**config.mk**
```make
export PLATFORM = sky130hd
export DESIGN_NAME = display_scan_ctrl
export DESIGN_NICKNAME = d
export VERILOG_FILES = /design/src/rtl/scan_pkg.sv /design/src/rtl/scan_tick_gen.sv /design/src/rtl/display_scan_ctrl.sv
export SDC_FILE = /design/constraint.sdc
export NUM_CORES = 1
export LEC_CHECK = 0
export CAP_MARGIN = 20
export CORE_MARGIN = 8
export CORE_UTILIZATION = 50
export DETAILED_ROUTE_END_ITERATION = 7
export GPL_TIMING_DRIVEN = 0
export PLACE_DENSITY = 0.77
export REMOVE_ABC_BUFFERS = 1
export SLEW_MARGIN = 10
export SYNTH_ARGS = -nofsm -noshare
export SYNTH_HDL_FRONTEND = slang
export SYNTH_SLANG_ARGS = --single-unit
```
**constraint.sdc**
```tcl
create_clock -name clk -period 3.2 [get_ports clk]
set_input_delay 0.32 -clock clk [delete_from_list [all_inputs] [get_ports clk]]
set_output_delay 0.32 -clock clk [all_outputs]
set_load 0.005 [all_outputs]
```
**src/rtl/scan_pkg.sv**
```systemverilog
// Shared types and the hex-to-segment decode for the display scan controller.
// Segment codes are active-high {g,f,e,d,c,b,a}; polarity is applied at the pins.
package scan_pkg;

    typedef enum logic [1:0] {
        IDLE,
        SHOW,
        BLANK
    } scan_state_t;

    localparam logic [6:0] SEG_OFF_AH = 7'h00;

    function automatic logic [6:0] hex_to_seg(input logic [3:0] nib);
        logic [6:0] seg;
        seg = 7'h71;
        case (nib)
            4'h0: seg = 7'h3F;
            4'h1: seg = 7'h06;
            4'h2: seg = 7'h5B;
            4'h3: seg = 7'h4F;
            4'h4: seg = 7'h66;
            4'h5: seg = 7'h6D;
            4'h6: seg = 7'h7D;
            4'h7: seg = 7'h07;
            4'h8: seg = 7'h7F;
            4'h9: seg = 7'h6F;
            4'hA: seg = 7'h77;
            4'hB: seg = 7'h7C;
            4'hC: seg = 7'h39;
            4'hD: seg = 7'h5E;
            4'hE: seg = 7'h79;
            default: seg = 7'h71;
        endcase
        return seg;
    endfunction

endpackage

```
**src/rtl/scan_tick_gen.sv**
```systemverilog
// Dwell divider: pulses tick_o while the count sits at DIV_COUNT,
// then wraps to zero; clear_i holds the count at zero.
module scan_tick_gen #(
    parameter int DIV_COUNT = 27000
) (
    input  logic clk,
    input  logic rst,
    input  logic clear_i,
    output logic tick_o
);

    localparam int W = (DIV_COUNT > 0) ? $clog2(DIV_COUNT + 1) : 1;
    localparam logic [W-1:0] TERM = W'(DIV_COUNT);

    logic [W-1:0] r_cnt;
    logic         w_term;

    assign w_term = (r_cnt == TERM);
    assign tick_o = w_term && !clear_i;

    always_ff @(posedge clk) begin
        if (!rst || clear_i) begin
            r_cnt <= '0;
        end else if (w_term) begin
            r_cnt <= '0;
        end else begin
            r_cnt <= r_cnt + 1'b1;
        end
    end

endmodule

```
**src/rtl/display_scan_ctrl.sv**
```systemverilog
// Time-multiplexed common-anode 7-segment scan controller with an
// inter-digit blanking gap; all outputs are registered.
module display_scan_ctrl
    import scan_pkg::*;
#(
    parameter int DIV_COUNT    = 27000,
    parameter int BLANK_CYCLES = 16,
    parameter int NUM_DIGITS   = 4,
    parameter int ACTIVE_LOW   = 1
) (
    input  logic                    clk,
    input  logic                    rst,
    input  logic                    en_i,
    input  logic [4*NUM_DIGITS-1:0] digits_i,
    input  logic [NUM_DIGITS-1:0]   blank_i,
    output logic [NUM_DIGITS-1:0]   an_o,
    output logic [6:0]              seg_o,
    output logic [2:0]              idx_o,
    output logic                    frame_done_o
);

    localparam int GW = $clog2(BLANK_CYCLES + 1);
    localparam logic POL = (ACTIVE_LOW != 0);
    localparam logic [NUM_DIGITS-1:0] AN_OFF = {NUM_DIGITS{POL}};
    localparam logic [6:0] SEG_OFF = POL ? ~SEG_OFF_AH : SEG_OFF_AH;
    localparam logic [2:0] LAST_IDX = 3'(NUM_DIGITS - 1);
    localparam logic [GW-1:0] LAST_GAP = GW'(BLANK_CYCLES - 1);

    scan_state_t           r_state;
    logic [2:0]            r_idx;
    logic [GW-1:0]         r_gap;
    logic [NUM_DIGITS-1:0] r_an;
    logic [6:0]            r_seg;
    logic                  r_fd;

    logic                  w_tick;
    logic                  w_clear;
    logic                  w_last_idx;
    logic                  w_last_gap;
    logic [2:0]            w_next_idx;
    logic [2:0]            w_show_idx;
    logic [31:0]           w_dig_pad;
    logic [7:0]            w_blk_pad;
    logic [3:0]            w_nib;
    logic [7:0]            w_oh8;
    logic [NUM_DIGITS-1:0] w_an_new;
    logic [6:0]            w_seg_ah;
    logic [6:0]            w_seg_new;

    assign w_clear    = (r_state != SHOW);
    assign w_last_idx = (r_idx == LAST_IDX);
    assign w_last_gap = (r_gap == LAST_GAP);
    assign w_next_idx = w_last_idx ? 3'd0 : r_idx + 3'd1;
    // Digit about to be entered: from IDLE it is always digit 0.
    assign w_show_idx = (r_state == BLANK) ? w_next_idx : 3'd0;

    assign w_dig_pad = 32'(digits_i);
    assign w_blk_pad = 8'(blank_i);
    assign w_nib     = w_dig_pad[{w_show_idx, 2'b00} +: 4];
    assign w_oh8     = 8'd1 << w_show_idx;
    assign w_an_new  = POL ? ~w_oh8[NUM_DIGITS-1:0] : w_oh8[NUM_DIGITS-1:0];
    assign w_seg_ah  = w_blk_pad[w_show_idx] ? SEG_OFF_AH : hex_to_seg(w_nib);
    assign w_seg_new = POL ? ~w_seg_ah : w_seg_ah;

    scan_tick_gen #(
        .DIV_COUNT(DIV_COUNT)
    ) u_tick (
        .clk    (clk),
        .rst    (rst),
        .clear_i(w_clear),
        .tick_o (w_tick)
    );

    always_ff @(posedge clk) begin
        if (!rst) begin
            r_state <= IDLE;
            r_idx   <= '0;
            r_gap   <= '0;
            r_an    <= AN_OFF;
            r_seg   <= SEG_OFF;
            r_fd    <= 1'b0;
        end else begin
            r_fd <= 1'b0;
            unique case (r_state)
                IDLE: begin
                    r_idx <= '0;
                    r_an  <= AN_OFF;
                    r_seg <= SEG_OFF;
                    if (en_i) begin
                        r_state <= SHOW;
                        r_an    <= w_an_new;
                        r_seg   <= w_seg_new;
                    end
                end
                SHOW: begin
                    if (!en_i) begin
                        r_state <= IDLE;
                        r_idx   <= '0;
                        r_an    <= AN_OFF;
                        r_seg   <= SEG_OFF;
                    end else if (w_tick) begin
                        r_state <= BLANK;
                        r_gap   <= '0;
                        r_an    <= AN_OFF;
                        r_seg   <= SEG_OFF;
                    end
                end
                BLANK: begin
                    if (!en_i) begin
                        r_state <= IDLE;
                        r_idx   <= '0;
                    end else if (w_last_gap) begin
                        r_state <= SHOW;
                        r_idx   <= w_next_idx;
                        r_an    <= w_an_new;
                        r_seg   <= w_seg_new;
                        r_fd    <= w_last_idx;
                    end else begin
                        r_gap <= r_gap + 1'b1;
                    end
                end
                default: begin
                    r_state <= IDLE;
                    r_idx   <= '0;
                    r_an    <= AN_OFF;
                    r_seg   <= SEG_OFF;
                end
            endcase
        end
    end

    assign an_o         = r_an;
    assign seg_o        = r_seg;
    assign idx_o        = r_idx;
    assign frame_done_o = r_fd;

endmodule

```
==> reports/metrics.yaml, run 1 <==
outcome: "complete, no violations"
dp.cells: 340
diodes: 0
final_area_um2: 2680
dr.first_iter.drc_count: 99
fin_crit_ns: 3.01
fin_util: 0.627
tightest_slew_ns: 0.886
numClockSinks: 37
ys_seq_area_frac: 0.340
firstDrtPassIters: 4
dp_slack_ns: -0.196
via_count: 1957
grt_pass1_wl_um: 8040
pin_count: 38
ys_async_sr_fraction: 0
vdd_ir_drop_max_uv: 283
arrival_ns: 3.20
hp-class: "reg2reg"
slew-limit-headroom: 0.400
whs_ns: 0.466
drv_cap: 0
ys_types: 53
fin_skew_ns: 0.0136
max_freq_mhz: 332
synthTopCellsByArea: "dfxtp_1 34%, ha_1 6.3%, nor2_1 5.0%, xor2_1 4.0%, nand2_1 4.0%"
yosysTopAreaCell: "dfxtp_1"
wl_um: 4910
synth.avg_cell_area_um2: 8.37
dieArea_um2: 6720
die_y_um: 82.0
first_global_vias: 1698
slowest_delay_ns: 0.55
ant_nets: 0
place_hpwl_um: 3680
crit_type: "reg2reg"
drive_gt1_frac: 0.0811
yosys_register_bits: 37
initial_core_util: 0.510
ctsHoldBuffers: 0
p_leak_nw: 0.918
cts_buffer_depth: 2
drc_errors: 0
placed_area_um2: 2550
clkLatencyLatePin_ns: 0.30
report.final.slew_viol_count: 0
layout_worst_path_cycle_share: 0.940
yosysTopAreaCellShare: 0.340
crit_required_ns: 3.39
power_density_nw_per_um2: 379
area_delta_synth_final_pct: 22.9
synth_area_um2: 2180
grt_util_all_layers: 0.151
cpMaxStageDelayCell: "dfxtp_2"
cp-end-kind: "flop"
synth_edf_count: 0
vias_per_cell: 5.62
total_power_mw: 1.01
grt_max_degree: 20
io_buffers: 37
synthCells: 260
setup_slack_ns: 0.191
crit_chain: "ha_4 -> nor2b_1 -> nor2_2 -> o211ai_1 -> inv_1 -> ha_1 -> o31ai_1 -> a21oi_1 -> o32a_1"
core_um2: 4260
nNetsFinal: 329
grt_overflow_total: 0
cts.clk_slew.worst_paths_ns: 0.09
dieWidth_um: 82.0
cts_buffers: 5
h-tree-depth: 2
setup-tns-final_ns: 0
rsz0062_at_grt: "no"
critPathMaxFanout: 17
root_buffer: "clkbuf_8"
final_cells: 348
setup_viol: 0
place.gp.congestion: 0.942
rows: 24
yosys_warnings: 0
synth_ff_type: "dfxtp_1"
finalHoldViolCount: 0
cts_tree: "done"
antenna_found_initial: 0
startpoint_type: "flop"
avgRoutedWirePerCell_um: 14.1
-- report_power, final --
part | internal (mW) | total (mW) | switching, mW
Combinational | 0.0633 | 0.126 | 0.0631
Sequential | 0.467 | 0.473 | 0.00511
Clock | 0.233 | 0.414 | 0.180
Total | 0.764 | 1.01 | 0.249
-- synthesized netlist by cell type, drive strengths merged (5+ instances only) --
master / count
dfxtp: 37
nor2: 31
nand2: 25
nand3: 17
a21oi: 16
inv: 12
ha: 11
o21ai: 10
xor2: 10
nor3: 8
xnor2: 6
and3: 5
clkbuf: 5
nand2b: 5
nor2b: 5
-- state kept, by name (all words and copies together) (netlist names) --
signal and cells:
an_o 4, frame_done_o 1, idx_o 3, r_gap 5, r_state 2, seg_o 7
u_tick.r_cnt 15
-- cells in the final DEF (no fill, tap or decap), types with 2 or more instances in the layout --
master           count
a211oi_1             4
or4_1                3
xor2_1              10
clkbuf_8             5
ha_1                10
o21ai_1              2
nor3_1               8
inv_1               12
nand2_1             23
nand2b_1             5
a31oi_1              2
mux2i_1              4
xnor2_1              6
o211ai_1             4
and3_1               4
nand4_1              3
o32a_1               4
nor2_1              29
mux2_2               4
a21oi_1             15
nor2_2               2
o31ai_1              2
o21ai_0              8
o21a_1               3
nor4b_1              2
clkdlybuf4s50_1     37
nand3_1             17
dfxtp_1             36
nor2b_1              5
-- final timing paths --
| kind | slack [ns] | endpoint | cells past startpoint | from |
|---|---|---|---|---|
| worst max-delay path | 0.19 | seg_o[3] | 9 | idx_o[0] |
| worst max register to register | 0.19 | seg_o[3] | 9 | idx_o[0] |
| worst min-delay path | 0.47 | u_tick.r_cnt[0] | 1 | u_tick.r_cnt[0] |
| worst min register to register | 0.47 | u_tick.r_cnt[0] | 1 | u_tick.r_cnt[0] |
-- per-layer routing --
layer / part of all wire / track usage
met3: 0.082 / 0.0481
met4: 0.014 / 0.0596
met2: 0.41 / 0.209
met5: 0 / 0
met1: 0.50 / 0.211
-- critical path: cells and delay by family, from the launching register on --
kind / cells / cell delay, ns
DFF: 1 / 0.55
AOI/OAI and AO/OA: 4 / 1.07
adders and majority gates: 2 / 0.47
buffers and inverters: 1 / 0.19
and+or+nand+nor: 2 / 0.61
-- area by class of cell --
cell class	count	area [µm²]
Inverter	12	45.0
Multi-Input combinational cell	202	1340
Clock inverter	3	46.3
Timing Repair Buffer	37	370
Sequential cell	37	742
Tap cell	52	65.1
Fill cell	392	1590
Clock buffer	5	68.8
-- cells by family (layout without fill, tap and decap cells) --
group / after synthesis / after routing / synth area share
AO/OA/AOI/OAI: 55 / 55 / 0.175
multiplexers: 8 / 8 / 0.0391
flip-flops: 37 / 37 / 0.340
buffers and inverters: 21 / 57 / 0.0506
adder cells (fa/ha/maj): 11 / 11 / 0.0633
XOR/XNOR: 16 / 16 / 0.0644
AND/OR/NAND/NOR: 112 / 112 / 0.267
-- repair_timing --
item | 4_1_cts | 5_1_grt
cloned | 0 | 0
endpoints found under the setup margin | 4 | 1
resized for setup | 2 | 1
buffers inserted | 0 | 0
Power figures use the tool's default switching activity.
==> inputs of run 2 (changes only) <==
--- a/config.mk
+++ b/config.mk
@@ -9,8 +9,9 @@
 export CORE_MARGIN = 8
 export CORE_UTILIZATION = 50
 export DETAILED_ROUTE_END_ITERATION = 7
+export DONT_BUFFER_PORTS = 1
 export GPL_TIMING_DRIVEN = 0
-export PLACE_DENSITY = 0.77
+export PLACE_DENSITY = 0.66
 export REMOVE_ABC_BUFFERS = 1
 export SLEW_MARGIN = 10
 export SYNTH_ARGS = -nofsm -noshare
==> constraint.sdc (replaced) <==
create_clock -name clk -period 3.2 [get_ports clk]
set_input_delay 0.32 -clock clk [delete_from_list [all_inputs] [get_ports clk]]
set_output_delay 0.32 -clock clk [all_outputs]
set_load 0.01 [all_outputs]
==> run 2 against run 1 <==
First-iteration DRC count down 42%. Combinational power down 34%. Wire length down 8.3%. Critical path depth up 1. Cell area down 15%. Critical endpoint unchanged. Clock power down 22%. Utilization down 9.3 points. Largest power group unchanged. Critical path type unchanged.
==> reports/metrics.yaml, run 2 (same netlist as run 1, synthesis figures left out) <==
cts.clk_slew.worst_paths_ns: 0.07  # -0.02 ns
crit_required_ns: 3.37  # -0.02 ns
vias_per_cell: 5.79  # +3.0%
die_y_um: 82.0  # unchanged
place.gp.congestion: 0.837  # -11%
place_hpwl_um: 3390  # -7.8%
report.final.slew_viol_count: 0  # unchanged
postCtsSetupBuffers: 0  # unchanged
arrival_ns: 3.04  # -0.16 ns
clkLatencyLatePin_ns: 0.28  # -0.02 ns
slew-limit-headroom: 0.365  # -0.0344
grt_pass1_wl_um: 7600  # -5.4%
firstDrtPassIters: 4  # unchanged
rows: 24  # unchanged
layout_commonest_cell: "dfxtp_1"
fin_skew_ns: 0.00667  # -0.00692 ns
h-tree-depth: 2  # unchanged
fin_crit_ns: 2.87  # -0.142 ns
power_density_nw_per_um2: 387  # +2.2%
ant_nets: 0  # unchanged
outcome: "complete, no violations"
rsz0062_at_grt: "no"
wl_um: 4510  # -8.3%
pin_count: 38  # unchanged
root_buffer: "clkbuf_8"
area_delta_synth_final_pct: 4.72
startpoint_type: "flop"
avgRoutedWirePerCell_um: 14.5  # +3.0%
p_leak_nw: 0.760  # -17%
setup_slack_ns: 0.333  # +0.142 ns
ctsHoldBuffers: 0  # unchanged
layout_common_cells: "36 x dfxtp_1, 29 x nor2_1, 23 x nand2_1, 17 x nand3_1, 15 x a21oi_1"
max_freq_mhz: 349  # +4.9%
dp_slack_ns: -0.140  # +0.0559 ns
diodes: 0  # unchanged
via_count: 1795  # -8.3%
grt_util_all_layers: 0.141  # -0.0103
setup_viol: 0  # unchanged
critPathMaxFanout: 19  # +2
fin_util: 0.534  # -0.0930
cp-end-kind: "flop"
antenna_found_initial: 0  # unchanged
dp.cells: 303  # -11%
cts_buffer_depth: 2  # unchanged
drc_errors: 0  # unchanged
finalHoldViolCount: 0  # unchanged
largest_reg_flops: 15  # unchanged
drv_cap: 0  # unchanged
numClockSinks: 37  # unchanged
tightest_slew_ns: 0.937  # +0.0507 ns
top_register: "u_tick.r_cnt"
dieWidth_um: 82.0  # unchanged
drive_gt1_frac: 0.0891  # +0.00807
io_buffers: 0  # -100%
dr.first_iter.drc_count: 57  # -42%
first_global_vias: 1707  # +0.53%
core_um2: 4260  # unchanged
vdd_ir_drop_max_uv: 241  # -15%
layout_worst_path_cycle_share: 0.896  # -0.0442
cts_buffers: 5  # unchanged
whs_ns: 0.0975  # -0.369 ns
initial_core_util: 0.510  # unchanged
final_cells: 310  # -11%
cts_tree: "done"
hp-class: "in2reg"
crit_type: "reg2reg"
dieArea_um2: 6720  # unchanged
grt_max_degree: 20  # unchanged
grt_overflow_total: 0  # unchanged
nNetsFinal: 292  # -11%
==> run 2: cell count changes in the layout (fill, tap and decap cells not counted), sizes merged <==
cell and delta:
clkinv -1, clkbuf +2, clkinvlp -1, bufinv -1
clkdlybuf4s50 -37
==> run 2: critical path, cell delays in order (launching register included) <==
cell	delay [ns]
dfxtp_2	0.57
ha_4	0.31
mux2_2	0.35
o22ai_1	0.15
o211ai_1	0.11
nand3_1	0.27
inv_1	0.13
ha_1	0.26
o31ai_1	0.24
a21oi_1	0.08
o32a_1	0.28
==> run 2: layer usage <==
layer | vias to the layer above | part of all wire | global-route usage
li1 | 925 | - | -
met1 | 818 | 0.44 | 0.160
met2 | 42 | 0.48 | 0.244
met3 | 10 | 0.069 | 0.0416
met4 | 0 | 0.017 | 0.0526
met5 | - | 0 | 0
==> run 2: cell type report <==
type	count	area, µm²
well taps	52	65.1
fillers	414	1990
flip-flops and latches	37	742
multi-input cells	202	1340
inverters	12	45.0
clock buffers	7	86.3
==> run 2: what timing repair did <==
| action | in CTS | in global routing |
|---|---|---|
| endpoints found under the setup margin | 3 | 2 |
| cloned | 0 | 0 |
| gates resized for setup | 2 | 2 |
| endpoints found under the hold margin | 0 | 0 |
==> run 2: path summary, 6_finish.rpt <==
| check | slack, ns | cells past startpoint | from | endpoint |
|---|---|---|---|---|
| worst max-delay path | 0.33 | 10 | idx_o[0] | seg_o[3] |
| worst min-delay path | 0.1 | 1 | rst | an_o[0] |
| worst max register to register | 0.33 | 10 | idx_o[0] | seg_o[3] |
| worst min register to register | 0.46 | 2 | r_gap[4] | r_gap[4] |
==> run 2: where the power goes <==
group	switching (mW)	internal (mW)	leakage, nW	total [mW]
Clock	0.151	0.171	0.0443	0.322
Combinational	0.0510	0.0321	0.415	0.0830
Sequential	0.00875	0.468	0.300	0.477
Total	0.211	0.671	0.760	0.882
==> run 2: per-stage QoR <==
| stage | TNS, ns | area (µm²) | total power, mW |
|---|---|---|---|
| finish | 0 | 2280 | 0.882 |
| global route | 0 | 2280 | 0.923 |
| CTS | 0 | 2270 | 0.896 |
| detailed placement | -0.250 | 2180 | 0.570 |
| global placement | -0.193 | 2180 | 0.569 |
| floorplan | 0 | 2110 | 0.553 |
